### config.mk
export PLATFORM = sky130hd
export DESIGN_NAME = index_extractor_rr_flat
export DESIGN_NICKNAME = d
export VERILOG_FILES = /design/src/rtl/index_extractor_rr_if.sv /design/src/rtl/index_extractor_rr.sv /design/src/flat_wrapper.sv
export SDC_FILE = /design/constraint.sdc
export NUM_CORES = 1
export LEC_CHECK = 0
export CAP_MARGIN = 20
export CORE_MARGIN = 10
export CORE_UTILIZATION = 32
export CTS_CLUSTER_SIZE = 40
export DETAILED_ROUTE_END_ITERATION = 16
export PLACE_DENSITY = 0.87
export SLEW_MARGIN = 20
export SYNTH_ARGS = -nofsm -noshare
export SYNTH_HDL_FRONTEND = slang
export SYNTH_SLANG_ARGS = --single-unit
### constraint.sdc
create_clock -name clk -period 1.3 [get_ports clk]
set_input_delay 0.26 -clock clk [delete_from_list [all_inputs] [get_ports clk]]
set_output_delay 0.26 -clock clk [all_outputs]
set_load 0.05 [all_outputs]
### src/rtl/index_extractor_rr_if.sv
// -----------------------------------------------------------------------------
// index_extractor_rr_if
// Purpose : AXI AR/AW address-request channels feeding the DRAM-cache index
//           extractor. Signal names follow the extractor's port view: the _i
//           signals are inputs to the slave and _o signals are outputs from it.
// Signals : arid_i, araddr_i, arvalid_i, arready_o   -- read address channel
//           awid_i, awaddr_i, awvalid_i, awready_o   -- write address channel
// Modports: master (upstream AXI front-end), slave (index_extractor_rr)
// -----------------------------------------------------------------------------
interface index_extractor_rr_if #(
   parameter int ID_W   = 32,
   parameter int ADDR_W = 32
);
   logic [ID_W-1:0]   arid_i;
   logic [ADDR_W-1:0] araddr_i;
   logic              arvalid_i;
   logic              arready_o;
   logic [ID_W-1:0]   awid_i;
   logic [ADDR_W-1:0] awaddr_i;
   logic              awvalid_i;
   logic              awready_o;

   modport master (
      output arid_i, araddr_i, arvalid_i,
      output awid_i, awaddr_i, awvalid_i,
      input  arready_o, awready_o
   );

   modport slave (
      input  arid_i, araddr_i, arvalid_i,
      input  awid_i, awaddr_i, awvalid_i,
      output arready_o, awready_o
   );
endinterface

### src/rtl/index_extractor_rr.sv
// -----------------------------------------------------------------------------
// index_extractor_rr
// Purpose : Accepts AXI AR and AW address requests, arbitrates round-robin when
//           both are valid, computes the cache set index of the accepted
//           address and pushes one tagged descriptor per request into the
//           downstream tag-lookup request FIFO (1-cycle registered latency).
// Ports   : clk             - single clock, rising edge
//           rst             - synchronous reset, active-high
//           axi             - AR/AW request channels (index_extractor_rr_if.slave)
//           index_o         - set index of the most recently accepted request
//           fifo_afull_i    - downstream FIFO almost-full (drops both readies)
//           fifo_write_en_o - push strobe
//           fifo_data_o     - descriptor {zero pad, is_wr, id, addr}
// Config  : INDEX_HASH_EN - when defined, the index is the XOR of the plain
//           index field with the next INDEX_W address bits above it.
// -----------------------------------------------------------------------------
module index_extractor_rr #(
   parameter int ID_W        = 32,
   parameter int ADDR_W      = 32,
   parameter int OFFSET_W    = 6,
   parameter int INDEX_W     = 4,
   parameter int FIFO_DATA_W = 128
) (
   input  logic                   clk,
   input  logic                   rst,
   index_extractor_rr_if.slave    axi,
   output logic [INDEX_W-1:0]     index_o,
   input  logic                   fifo_afull_i,
   output logic                   fifo_write_en_o,
   output logic [FIFO_DATA_W-1:0] fifo_data_o
);

   if (FIFO_DATA_W < 1 + ID_W + ADDR_W) begin : g_bad_fifo_w
      $error("index_extractor_rr: FIFO_DATA_W must be >= 1+ID_W+ADDR_W");
   end
`ifdef INDEX_HASH_EN
   if (ADDR_W < OFFSET_W + 2*INDEX_W) begin : g_bad_hash_w
      $error("index_extractor_rr: INDEX_HASH_EN needs ADDR_W >= OFFSET_W+2*INDEX_W");
   end
`endif

   logic                   prio_rd_q, prio_rd_d;
   logic                   wen_q, wen_d;
   logic [INDEX_W-1:0]     index_q, index_d;
   logic [FIFO_DATA_W-1:0] data_q, data_d;

   logic                   ar_hs, aw_hs;
   logic [ID_W-1:0]        sel_id;
   logic [ADDR_W-1:0]      sel_addr;

   // Readies are mutually exclusive when both valids are high, so at most
   // one handshake can happen per cycle; a lone valid ignores the priority.
   assign axi.arready_o = !rst && !fifo_afull_i && (!axi.awvalid_i ||  prio_rd_q);
   assign axi.awready_o = !rst && !fifo_afull_i && (!axi.arvalid_i || !prio_rd_q);

   assign ar_hs = axi.arvalid_i && axi.arready_o;
   assign aw_hs = axi.awvalid_i && axi.awready_o;

   assign sel_id   = aw_hs ? axi.awid_i   : axi.arid_i;
   assign sel_addr = aw_hs ? axi.awaddr_i : axi.araddr_i;

   always_comb begin
      prio_rd_d = prio_rd_q;
      wen_d     = 1'b0;
      index_d   = index_q;
      data_d    = data_q;
      if (ar_hs || aw_hs) begin
         // The granted channel hands priority to the other one.
         prio_rd_d = aw_hs;
         wen_d     = 1'b1;
`ifdef INDEX_HASH_EN
         index_d   = sel_addr[OFFSET_W +: INDEX_W] ^ sel_addr[OFFSET_W+INDEX_W +: INDEX_W];
`else
         index_d   = sel_addr[OFFSET_W +: INDEX_W];
`endif
         data_d                        = '0;
         data_d[ADDR_W-1:0]            = sel_addr;
         data_d[ADDR_W +: ID_W]        = sel_id;
         data_d[ADDR_W+ID_W]           = aw_hs;
      end
   end

   always_ff @(posedge clk) begin
      if (rst) begin
         prio_rd_q <= 1'b1;
         wen_q     <= 1'b0;
         index_q   <= '0;
         data_q    <= '0;
      end else begin
         prio_rd_q <= prio_rd_d;
         wen_q     <= wen_d;
         index_q   <= index_d;
         data_q    <= data_d;
      end
   end

   assign index_o         = index_q;
   assign fifo_write_en_o = wen_q;
   assign fifo_data_o     = data_q;

endmodule

### src/flat_wrapper.sv
// flat-port wrapper written by rule: the top's interface ports become plain ports
module index_extractor_rr_flat 
#(
   parameter int ID_W        = 32,
   parameter int ADDR_W      = 32,
   parameter int OFFSET_W    = 6,
   parameter int INDEX_W     = 4,
   parameter int FIFO_DATA_W = 128
)
  (clk, rst, index_o, fifo_afull_i, fifo_write_en_o, fifo_data_o, axi_arid_i, axi_araddr_i, axi_arvalid_i, axi_awid_i, axi_awaddr_i, axi_awvalid_i, axi_arready_o, axi_awready_o);
  index_extractor_rr_if #(.ID_W(ID_W), .ADDR_W(ADDR_W)) axi_i ();
  input  logic clk;
  input  logic rst;
  output logic [INDEX_W-1:0] index_o;
  input  logic fifo_afull_i;
  output logic fifo_write_en_o;
  output logic [FIFO_DATA_W-1:0] fifo_data_o;
  input wire logic [$bits(axi_i.arid_i)-1:0] axi_arid_i;
  input wire logic [$bits(axi_i.araddr_i)-1:0] axi_araddr_i;
  input wire logic [$bits(axi_i.arvalid_i)-1:0] axi_arvalid_i;
  input wire logic [$bits(axi_i.awid_i)-1:0] axi_awid_i;
  input wire logic [$bits(axi_i.awaddr_i)-1:0] axi_awaddr_i;
  input wire logic [$bits(axi_i.awvalid_i)-1:0] axi_awvalid_i;
  output wire logic [$bits(axi_i.arready_o)-1:0] axi_arready_o;
  output wire logic [$bits(axi_i.awready_o)-1:0] axi_awready_o;
  assign axi_i.arid_i = axi_arid_i;
  assign axi_i.araddr_i = axi_araddr_i;
  assign axi_i.arvalid_i = axi_arvalid_i;
  assign axi_i.awid_i = axi_awid_i;
  assign axi_i.awaddr_i = axi_awaddr_i;
  assign axi_i.awvalid_i = axi_awvalid_i;
  assign axi_arready_o = axi_i.arready_o;
  assign axi_awready_o = axi_i.awready_o;
  index_extractor_rr #(.ID_W(ID_W), .ADDR_W(ADDR_W), .OFFSET_W(OFFSET_W), .INDEX_W(INDEX_W), .FIFO_DATA_W(FIFO_DATA_W)) u_core (.clk(clk), .rst(rst), .axi(axi_i), .index_o(index_o), .fifo_afull_i(fifo_afull_i), .fifo_write_en_o(fifo_write_en_o), .fifo_data_o(fifo_data_o));
endmodule
# Word-level counts from Yosys, hierarchy flattened
# Cells that the tools add are included.
dict set report totals {
  output_inout_bits 135
  in_bits 133
  register_bits 71
  elab_cells 20
}
dict set report op_classes {
  mux 3
  n_reduce_logical 13
}
# cell n
set ops {}
lappend ops {{2-to-1 mux 32 bit} 2}
lappend ops {{logical AND 1 bit} 5}
lappend ops {{logical NOT 1 bit} 5}
lappend ops {{logical OR 1 bit} 3}
lappend ops {{2-to-1 mux 1 bit} 1}

# Logic depth before layout (Yosys ltp)
# Gate-level depths: netlist (run 1).
dict set report logic_depth {
  depth_word 6
  ltp_mapped 7
  depth_no_buf 4
}

# Least setup slack after synthesis (run 1)
# No wires, ideal clock.
dict set report synth_path {
  path_kind {input port to output port}
  start {input port rst}
  end {output port axi_arready_o}
  path_buffers 2
  arrival_ns 1.691
  path_slack_ns -0.651
  cell_stages 3
  t_required_ns 1.040
  cell_sequence {buf_2 clkbuf_1 nor3_1}
}
dict set report synth_between {
  elab_chain_cells 3
}
# item line
set synth_rtl {}
lappend synth_rtl {{start: declaration} flat_wrapper.sv:13} ;# input logic rst;
lappend synth_rtl {{logical NOT 1 bit} index_extractor_rr.sv:53} ;# assign axi.arready_o = !rst && !fifo_afull_i && (!axi.awvalid_i || prio_rd_q);
lappend synth_rtl {{logical AND 1 bit (2 in a row)} index_extractor_rr.sv:53}
lappend synth_rtl {{end: declaration} flat_wrapper.sv:24} ;# output wire logic [$bits(axi_i.arready_o)-1:0] axi_arready_o;
# No other way between the ends.

# Final worst setup path (run 1)
dict set report layout_path {
  start {register u_core.prio_rd_q}
  end {output port axi_awready_o}
}
dict set report layout_between {
  elab_chain_cells 3
}
# item line
set layout_rtl {}
lappend layout_rtl {{start: declaration} index_extractor_rr.sv:42} ;# logic prio_rd_q, prio_rd_d;
lappend layout_rtl {{start signal: assignment} index_extractor_rr.sv:90} ;# prio_rd_q <= prio_rd_d;
lappend layout_rtl {{logical NOT 1 bit} index_extractor_rr.sv:54} ;# assign axi.awready_o = !rst && !fifo_afull_i && (!axi.arvalid_i || !prio_rd_q);
lappend layout_rtl {{logical OR 1 bit} index_extractor_rr.sv:54}
lappend layout_rtl {{logical AND 1 bit} index_extractor_rr.sv:54}
lappend layout_rtl {{end: declaration} flat_wrapper.sv:25} ;# output wire logic [$bits(axi_i.awready_o)-1:0] axi_awready_o;
# No other way between the ends.

==> metrics list, run 1 <==
- The commonest cells after synthesis are 67 x buf_4, 67 x dfxtp_1, 65 x a21oi_1.
- Final Wtd Congestion: 0.852
- Library cells used by synthesis: 24
* Placed cells: 770
- Standard-cell row count: 39
- Overall power of the completed layout: 7.73 mW
* Die W: 128 µm
- The mapped netlist covers 3710 µm².
- Final WS setup: -0.253 ns
* CTS Hold Bufs: 0
- At the end of the flow, the number of nets in the layout was 783.
- CTS saw 67 sinks.
- Overall via count from detail_route: 4386
* Number of filler instances in the final layout: 864
* Required time reported for the critical path endpoint: 1.04 ns
- Avg Cell Area, Syn: 8.03 µm²
- CP max-delay cell: a211o_4
- After global routing the overflow that remains totals 0.
- On the worst path, the slowest cell contributes a delay of 0.34 ns.
- Summing all multi-input logic gate instances after layout gives 2210 µm².
* Number of H-tree levels: 3
- Antenna-violating nets left: 0
- Broken down by cell family, the worst path's largest delay share belongs to compound AO/OA/AOI/OAI gates.
- Routed wire per std cell: 21.9 µm
- Element type at the critical path start: flip-flop
- In this run the standard cell core region covers 11400 µm².
- In the synthesized netlist the async set-or-reset flop fraction comes to 0.
- The initial antenna violation count was 0.
- The critical path is of the reg -> out type.
- Leakage power: 2.59 nW
- In this run, CTS created clock tree buffers numbering 9.
- Final hold slack: 0.310 ns
* Vias in the first global route: 4665
- For this run, the detailed router's first-pass iteration total came to 4.
* Primary FF master, synth: dfxtp_1
- Worst EP arrival: 1.29 ns
- After the first detailed-routing iteration, the DRC count stood at 314.
- The repair_antennas step left the layout with diodes totalling 0.
- From synthesis to final layout, the design area changed by 97.1%.
- Static timing analysis puts the maximum clock frequency at 644 MHz.
- Chip height: 128 µm
- Cells on worst reg2reg path: 6
- TritonCTS built the clock tree.
- Fin util: 0.643
* Max_cap viols: 0
- Counting every instance in the synthesized netlist gives 462.
- Counting flops and latches in the post-synthesis netlist gives 67.
- RSZ-0062 raised after global routing: true
- After routing the design area is 7310 µm².
- Count of buffers inserted at the top-level ports: 204
- Half-perimeter wire length after placement: 12000 µm
- Overall global routing resource usage: 0.192
- After the flow finishes, the layout carries non-filler instances totaling 798.
- Final min period: 1.55 ns
- Seq/Total Area, Yosys: 0.362
- Layout cell share with drive strength beyond 1: 0.290
* Total Die Area: 16300 µm²
- Worst path buffer plus inverter count: 3
- Number of buffers on the longest clock path: 2
- Crit path depth: 4
- The final-report hold violation count was 0.
- Critical path's most frequent cell: buf_12
* Number of cells on the worst hold path: 3
- Registers take 1340 µm².
* Area of placed instances: 6470 µm²
* Wire length of the first global-routing pass: 25500 µm
* Portion of synthesized cell area occupied by the leading cell type: 0.362
- The final layout contains routed wiring with a total length of 17500 µm.
- Capturing element type of the critical path: output port
- In this run, synthesis inferred 0 flip-flops with an integrated enable.
- Clock input transition at the sequential cells of the worst setup and hold paths: 0.05 ns
- After detailed routing, the number of vias per cell comes to 5.50.
* Post-detailed-route DRC marker count: 0
* Master cell of the clock root buffer: clkbuf_16
- Library cell occupying the most area in the post-synthesis netlist: dfxtp_1
- Sorting the synthesized cells by area gives the leading types as dfxtp_1 36%, a311oi_1 15%, buf_4 14%.
- Share of the clock period used by the worst path after layout: 1.19
- Result of the run: finished, violations left
* Effective utilization at floorplan: 0.326
- Number of warnings printed during yosys synthesis: 0
- The path class of the tightest hold or removal check is in -> reg.
* Clock latency reported for the late side of the worst-skew pair: 0.33 ns
- The checks that failed: negative setup slack.
* Pin count of the biggest net entering global routing: 35
- Power spread over the standard cell area amounts to 1060 nW/µm².
- CP cell instances: a211o_4 -> inv_6 -> buf_12 -> buf_12
- The worst-case IR drop observed on VDD is 0.000580 V.
- Clock skew on the completed layout was measured at 0.00565 ns.
- Of all nets on the critical path, the largest fanout is 3.
- For this design the top-level I/O count stands at 268.
- Slew Viols, Final: 0
- Setup violations remaining at the end of the flow were counted as 67.
==> final timing paths <==
path                            end  slack, ns                   start
min          u_core.fifo_data_o[64]       0.31                     rst
min reg2reg  u_core.fifo_data_o[64]       0.54  u_core.fifo_data_o[64]
max reg2reg   u_core.fifo_data_o[5]      -0.24        u_core.prio_rd_q
max                   axi_awready_o      -0.25        u_core.prio_rd_q
==> area by class of cell <==
cell class	count	share of cell area
Sequential cell	67	0.184
Tap cell	143	0.0245
Clock inverter	5	0.0106
Clock buffer	11	0.0318
Multi-Input combinational cell	330	0.303
Inverter	4	0.00274
Timing Repair Buffer	238	0.444
==> timing repair <==
action	CTS	global route
cloned	4	1
pin swaps	27	16
resized for setup	50	37
setup buffers	6	1
setup endpoints to repair	67	67
==> layer usage <==
metal	wire length, µm	GRT usage	vias to the layer above	share of wire
met5	0	0	-	0
met3	1420	0.0562	33	0.081
met4	422	0.0801	0	0.024
met2	9210	0.344	238	0.53
li1	-	-	1989	-
met1	6440	0.205	2126	0.37
==> placed cells by master (no fill, tap or decap), types with 4 or more instances in the layout <==
cell type	synthesis	routed
nand3_1	64	39
a21oi_1	65	64
buf_16	0	4
buf_4	67	17
conb_1	1	63
nand3_2	0	23
o21ai_0	45	24
a311oi_2	0	33
dfxtp_1	67	66
o21ai_1	19	40
a311oi_1	64	31
clkbuf_16	0	10
clkdlybuf4s50_1	0	128
buf_12	0	83
==> through the flow <==
stage	worst slack, ns	TNS [ns]
after global routing	-0.291	-15.96
after global placement	-0.553	-34.64
after CTS	-0.268	-12.00
final	-0.253	-12.03
after detailed placement	-0.672	-40.11
after floorplan	-0.0398	-1.41
==> registers in the layout (all words and copies together) (netlist names) <==
| register | count |
|---|---|
| u_core.fifo_write_en_o | 1 |
| u_core.prio_rd_q | 1 |
| u_core.fifo_data_o | 62 |
| u_core.index_o | 3 |
==> tightest hold or removal path, cell delays in order <==
cell and delay (ns):
buf_2 0.14, buf_4 0.15, a21oi_2 0.04
==> power breakdown <==
| part | internal (mW) | switching (mW) |
|---|---|---|
| registers | 2.19 | 0.154 |
| clock network | 1.67 | 0.923 |
| logic | 1.20 | 1.58 |
==> logic make-up after synthesis <==
logic type	Yosys count	share of synthesized area
and+or+nand+nor	71	0.0958
DFF	67	0.362
other	1	0.00101
AOI/OAI and AO/OA	196	0.333
buffers and inverters	127	0.209
(Power assumes the default switching activity.)
==> run 2, diff against run 1 <==
--- a/config.mk
+++ b/config.mk
@@ -15,3 +15,4 @@
 export SYNTH_ARGS = -nofsm -noshare
 export SYNTH_HDL_FRONTEND = slang
 export SYNTH_SLANG_ARGS = --single-unit
+export TNS_END_PERCENT = 20
==> run 2 against run 1 <==
Compared with the run above: the run still ends with negative setup slack left; clock skew fell by 0.0012 ns; non-clock buffer count fell by 6; via count is 4.4% lower; register-to-register slack gained 0.02 ns; wire length decreased by 7.8%; sequential cell count unchanged; global-route usage fell by 0.68 points; power shrank 6.1%; combinational power shrank 5%; design area fell by 4.4%; highest routed layer unchanged.
==> metrics list, run 2 (synthesis results as in run 1) <==
- Number of H-tree levels: 3
* TritonCTS clock tree: done
- The finished cells cover 6990 µm².
- The detailed router placed 4193 vias in this run.
- Violations in the final reports: negative setup slack
- Placed cells: 769
- The floorplan step defined a core boundary enclosing 11400 µm².
* First-pass DRT Iterations: 4
- For this run, design rule violations remaining after detail routing come to 0.
- Effective utilization at floorplan: 0.326
- The tightest min-delay check is of the in -> reg type.
* Standard-cell row count: 39
- Slew Viols, Final: 0
- STA classifies the critical path endpoint as an output port.
- Compared with the post-synthesis result, the final layout area differs by 88.4%.
- Final setup viols: 67
- Entering global routing, the biggest net connects 65 pins.
- Final Hold Violating Endpoints: 0
- Routed wire per std cell: 20.3 µm
- Power spread over the standard cell area amounts to 1040 nW/µm².
* CTS Hold Bufs: 0
- Final cell count without fillers: 792
* DRT iter0 DRCs: 381
- Count of buffers inserted at the top-level ports: 204
- Final hold slack: 0.452 ns
- Of the available clock period, the critical path in the final layout requires 1.21.
- The critical path is of the reg -> out type.
* Fin util: 0.615
- The register with the most flip-flops in the layout has 62 of them.
- Number of filler instances in the final layout: 929
- The clock reaches the later pin of the worst-skew pair after 0.32 ns.
- The first global-routing pass estimated 24700 µm of wire.
- Summed over all cells, the static leakage comes to 2.51 nW.
- Result of the run: finished, violations left
* Area of the multi-input gates: 2040 µm²
- Sequential Area: 1340 µm²
- For this design, the slowest cell found on the critical path is a211o_4.
* Worst EP arrival: 1.32 ns
* Routed vias/inst: 5.29
* Required time reported for the critical path endpoint: 1.04 ns
* Master cell of the clock root buffer: clkbuf_16
- After clock tree synthesis, the clock-pin slew on the worst setup and hold paths is 0.06 ns.
* Vias in the first global route: 4533
* Worst voltage drop across the vdd grid: 0.000772 V
- Count of nets after finishing: 777
- CP cell instances: a211o_4 -> inv_8 -> buf_12 -> buf_12
* Leading cell type in the layout, fill and taps excluded: clkdlybuf4s50_1
- Final WS setup: -0.278 ns
- The congestion estimate from routability-driven global placement came to 0.842.
* Top-level I/O count: 268
- Slowest Stage Delay on Critical Path: 0.36 ns
* Half-perimeter wire length after placement: 11700 µm
* Layout cell share with drive strength beyond 1: 0.239
* Clock buffer count from CTS: 9
* Most frequent cells in the layout: 128 x clkdlybuf4s50_1, 79 x buf_12, 66 x dfxtp_1
- Overall global routing resource usage: 0.185
* Total Wirelength: 16100 µm
- From left edge to right edge, the die measures 128 µm.
* Final worst clock skew: 0.00445 ns
- Of all nets on the critical path, the largest fanout is 3.
* Area of placed instances: 6430 µm²
- # clock sinks: 67
- Counting along the longest clock path gives a buffer depth of 2.
* RSZ-0062 raised after global routing: true
- The die covers 16300 µm².
* Element type at the critical path start: flip-flop
* Final min period: 1.58 ns
- Critical path's most frequent cell: buf_12
* Max_cap viols: 0
- Antenna-violating nets left: 0
- Static timing analysis puts the maximum clock frequency at 634 MHz.
- Chip height: 128 µm
- The initial antenna violation count was 0.
- Sum of overflow across all layers after global routing: 0
- The number of antenna diodes in the final layout is 0.
[run 2: changes by cell type in the layout (fill, tap and decap cells not counted), sizes merged]
cell	previous run	this run
clkbuf	12	14
bufbuf	0	1
buf	107	101
bufinv	2	0
clkinvlp	1	0
[run 2: worst max-delay path: cells and delay by family, from the launching register on]
kind	cells	cell delay, ns
AO/OA/AOI/OAI	1	0.36
flip-flops	1	0.33
buffers and inverters	3	0.30
[run 2: area by class of cell]
class | count | share of cell area
clock inverter | 2 | 0.00143
inverter | 4 | 0.00322
clock buffer | 14 | 0.0378
multi-input combinational | 330 | 0.292
tap | 143 | 0.0256
sequential | 67 | 0.192
timing repair buffer | 232 | 0.448
[run 2: routing by layer]
metal,vias to the layer above,track usage,part of all wire
met3,22,0.0649,0.090
met4,0,0.0642,0.021
met1,1992,0.194,0.36
li1,1969,-,-
met5,-,0,0
met2,210,0.334,0.53
[run 2: final timing paths]
path                                              from                     end  slack [ns]  cells after the start
worst min register to register  u_core.fifo_data_o[64]  u_core.fifo_data_o[64]        0.52                      2
worst min-delay path                               rst  u_core.fifo_data_o[64]        0.45                      4
worst max register to register        u_core.prio_rd_q  u_core.fifo_data_o[35]       -0.22                      4
worst max-delay path                  u_core.prio_rd_q           axi_awready_o       -0.28                      4
[run 2: through the flow]
| step | setup TNS, ns | total power, mW | setup WS [ns] |
|---|---|---|---|
| 2_1_floorplan | -1.38 | 3.84 | -0.0398 |
| 3_3_place_gp | -38.77 | 4.88 | -0.644 |
| 3_5_place_dp | -43.88 | 4.91 | -0.735 |
| 4_1_cts | -12.62 | 7.28 | -0.301 |
| 5_1_grt | -14.72 | 7.52 | -0.306 |
| 6_report | -10.31 | 7.26 | -0.278 |
[run 2: where the power goes]
group          switching, mW  internal (mW)  total (mW)
clock network          0.871           1.39        2.26
registers              0.154           2.19        2.35
logic                   1.50           1.15        2.65
total                   2.53           4.73        7.26
[run 2: what timing repair did]
item / 4_1_cts / 5_1_grt
cloned: 4 / 0
pin swaps: 50 / 10
buffers inserted: 5 / 0
gates resized for setup: 27 / 13
endpoints found under the setup margin: 68 / 67
==> run 3, diff against run 2 <==
--- a/config.mk
+++ b/config.mk
@@ -10,7 +10,7 @@
 export CORE_UTILIZATION = 32
 export CTS_CLUSTER_SIZE = 40
 export DETAILED_ROUTE_END_ITERATION = 16
-export PLACE_DENSITY = 0.87
+export PLACE_DENSITY_LB_ADDON = 0.3
 export SLEW_MARGIN = 20
 export SYNTH_ARGS = -nofsm -noshare
 export SYNTH_HDL_FRONTEND = slang
==> run 3 against run 2 <==
Compared with the run above: the run still ends with negative setup slack left; critical path depth stayed put; highest routed layer unchanged; critical endpoint unchanged; setup slack better by 0.032 ns; worst hold slack worse by 0.13 ns; clock power hardly changed; count of clock-buffer cells in the layout stayed put.
==> metrics list, run 3 (synthesis results as in run 1) <==
- Result of the run: finished, violations left
* Violations in the final reports: negative setup slack
- The H-tree was split into 3 levels.
* DRT iter0 DRCs: 352
* Achievable Freq: 647 MHz
- Standard-cell row count: 39
* Crit path kind: reg -> out
- Area growth from synthesis to layout: 93.3%
* Power per cell area: 1030 nW/µm²
* Pin count of the biggest net entering global routing: 64
* Die W: 128 µm
* R2R setup slack: -0.23 ns
* Half-perimeter wire length after placement: 12000 µm
* Top-level I/O count: 268
- For this run, the total global-route usage over all layers was measured as 0.192.
* Clock latency reported for the late side of the worst-skew pair: 0.33 ns
* Startpoint of the worst register-to-register path: u_core.prio_rd_q
* Total Die Area: 16300 µm²
- In the layout the commonest cells are 128 x clkdlybuf4s50_1, 81 x buf_12, 66 x dfxtp_1.
- In the final routed layout, each cell accounts on average for 21.9 µm.
- Dividing the detail-routed via count by the number of cells gives 5.45.
* First-pass DRT Iterations: 5
* Max_cap viols: 0
* Overall power of the completed layout: 7.36 mW
* Master cell of the clock root buffer: clkbuf_16
* Slew Viols, Final: 0
- STA puts the critical path data arrival time at 1.29 ns.
* RSZ-0062 raised after global routing: true
- Final min period: 1.55 ns
* Final setup viols: 67
- In this run the remaining antenna-violating nets after routing total 0.
* Fin util: 0.630
* Max FFs per register: 62
- Final instance area: 7170 µm²
- The library cell used most frequently in the layout, excluding fill and tap cells, is clkdlybuf4s50_1.
- Between clock sinks in the finished design, the worst skew comes to 0.00789 ns.
- # clock sinks: 67
- Counting cells, the worst reg-to-reg path comes to 6.
- The clock passes through at most 2 buffers.
- In this run the critical register-to-register path is captured at u_core.fifo_data_o[35].
* Slowest Stage Delay on Critical Path: 0.33 ns
* TritonCTS clock tree: done
- Placed cells: 774
- Element type at the critical path start: flip-flop
- Required time reported for the critical path endpoint: 1.04 ns
- Worst path buffer plus inverter count: 3
* Overall via count from detail_route: 4356
- Vias in the first global route: 4497
- The startpoint identified for the worst hold timing path is rst.
- In the final layout, the share of cells above drive strength 1 is 0.270.
- The final-report hold violation count came to 0.
- The slowest stage of the critical path belongs to the cell a211o_4.
- Area of placed instances: 6520 µm²
- The region available for standard cell placement spans 11400 µm².
* Worst voltage drop across the vdd grid: 0.000688 V
* Count of buffers inserted at the top-level ports: 204
* Final cell count without fillers: 800
- Leakage power: 2.58 nW
- TritonCTS created 9 clock buffers.
* Capturing element type of the critical path: output port
* CP cell instances: a211o_4 -> inv_4 -> buf_6 -> buf_12
* Clock input transition at the sequential cells of the worst setup and hold paths: 0.06 ns
* Initial antenna violation count: 1
- The worst hold path passes through 3 cells.
* Wire length of the first global-routing pass: 25200 µm
- After detailed routing, the number of remaining DRC violations is 0.
* Final Wtd Congestion: 0.761
- Wires add up to 17500 µm.
- Setup slack on the critical path of the routed design comes to -0.246 ns.
- Chip height: 128 µm
- Share of the clock period used by the worst path after layout: 1.19
* Endpoint of the worst hold path: u_core.fifo_data_o[64]
- Effective utilization at floorplan: 0.326
- Count of nets after finishing: 784
- CTS Hold Bufs: 0
- Along the worst path, the maximum fanout reaches 2.
- Sum of overflow across all layers after global routing: 0
- Kind of cell adding the most delay to the critical path: compound AO/OA/AOI/OAI gates
- The tightest min-delay check is of the in -> reg type.
[run 3: cell count changes in the layout (fill, tap and decap cells not counted), moves of 3 or more]
cell / delta
nand3_2: -4
a311oi_1: -11
clkbuf_16: +3
a311oi_2: +11
o21ai_1: +11
o21ai_2: +8
nand3_1: +4
o21ai_0: -19
[run 3: per-layer routing]
metal,track usage,vias up,part of all wire
li1,-,1991,-
met1,0.216,2152,0.38
met2,0.337,195,0.53
met3,0.0575,18,0.076
met4,0.0702,0,0.016
met5,0,-,0
[run 3: report_power, final]
| part | switching [mW] | internal (mW) | total [mW] |
|---|---|---|---|
| registers | 0.152 | 2.19 | 2.34 |
| clock network | 0.883 | 1.39 | 2.27 |
| logic | 1.55 | 1.19 | 2.74 |
| total | 2.59 | 4.77 | 7.36 |
[run 3: tightest hold or removal path, stage by stage]
cell     delay, ns
buf_2         0.10
buf_4         0.18
a21oi_1       0.05
[run 3: repair_timing]
item / 4_1_cts / 5_1_grt
gates resized for setup: 33 / 35
buffers inserted: 4 / 0
endpoints found under the setup margin: 67 / 67
pin swaps: 37 / 9
cloned: 1 / 4
[run 3: layout make-up]
type | instances | area [µm²]
fill | 955 | 4200
timing repair buffer | 239 | 3240
multi-input combinational | 330 | 2110
sequential | 67 | 1340
clock buffer | 14 | 264
tap | 143 | 179
inverter | 4 | 17.5
clock inverter | 2 | 10.0
antenna | 1 | 2.50
[run 3: worst max path at each step]
stage / start / to / depth (start not counted)
after floorplan: rst / u_core.fifo_data_o[39] / 7
after global placement: axi_arvalid_i / u_core.fifo_data_o[48] / 6
after detailed placement: axi_arvalid_i / u_core.fifo_data_o[35] / 6
after CTS: u_core.prio_rd_q / axi_awready_o / 4
after global routing: u_core.prio_rd_q / axi_awready_o / 4
final: u_core.prio_rd_q / axi_awready_o / 4
[run 3: through the flow]
step	worst slack [ns]	hold WS [ns]	setup TNS [ns]
6_report	-0.246	0.321	-10.16
5_1_grt	-0.282	0.336	-14.70
4_1_cts	-0.261	0.304	-11.25
3_5_place_dp	-0.624	0.513	-37.52
3_3_place_gp	-0.555	0.504	-35.42
2_1_floorplan	-0.0398	0.431	-1.38
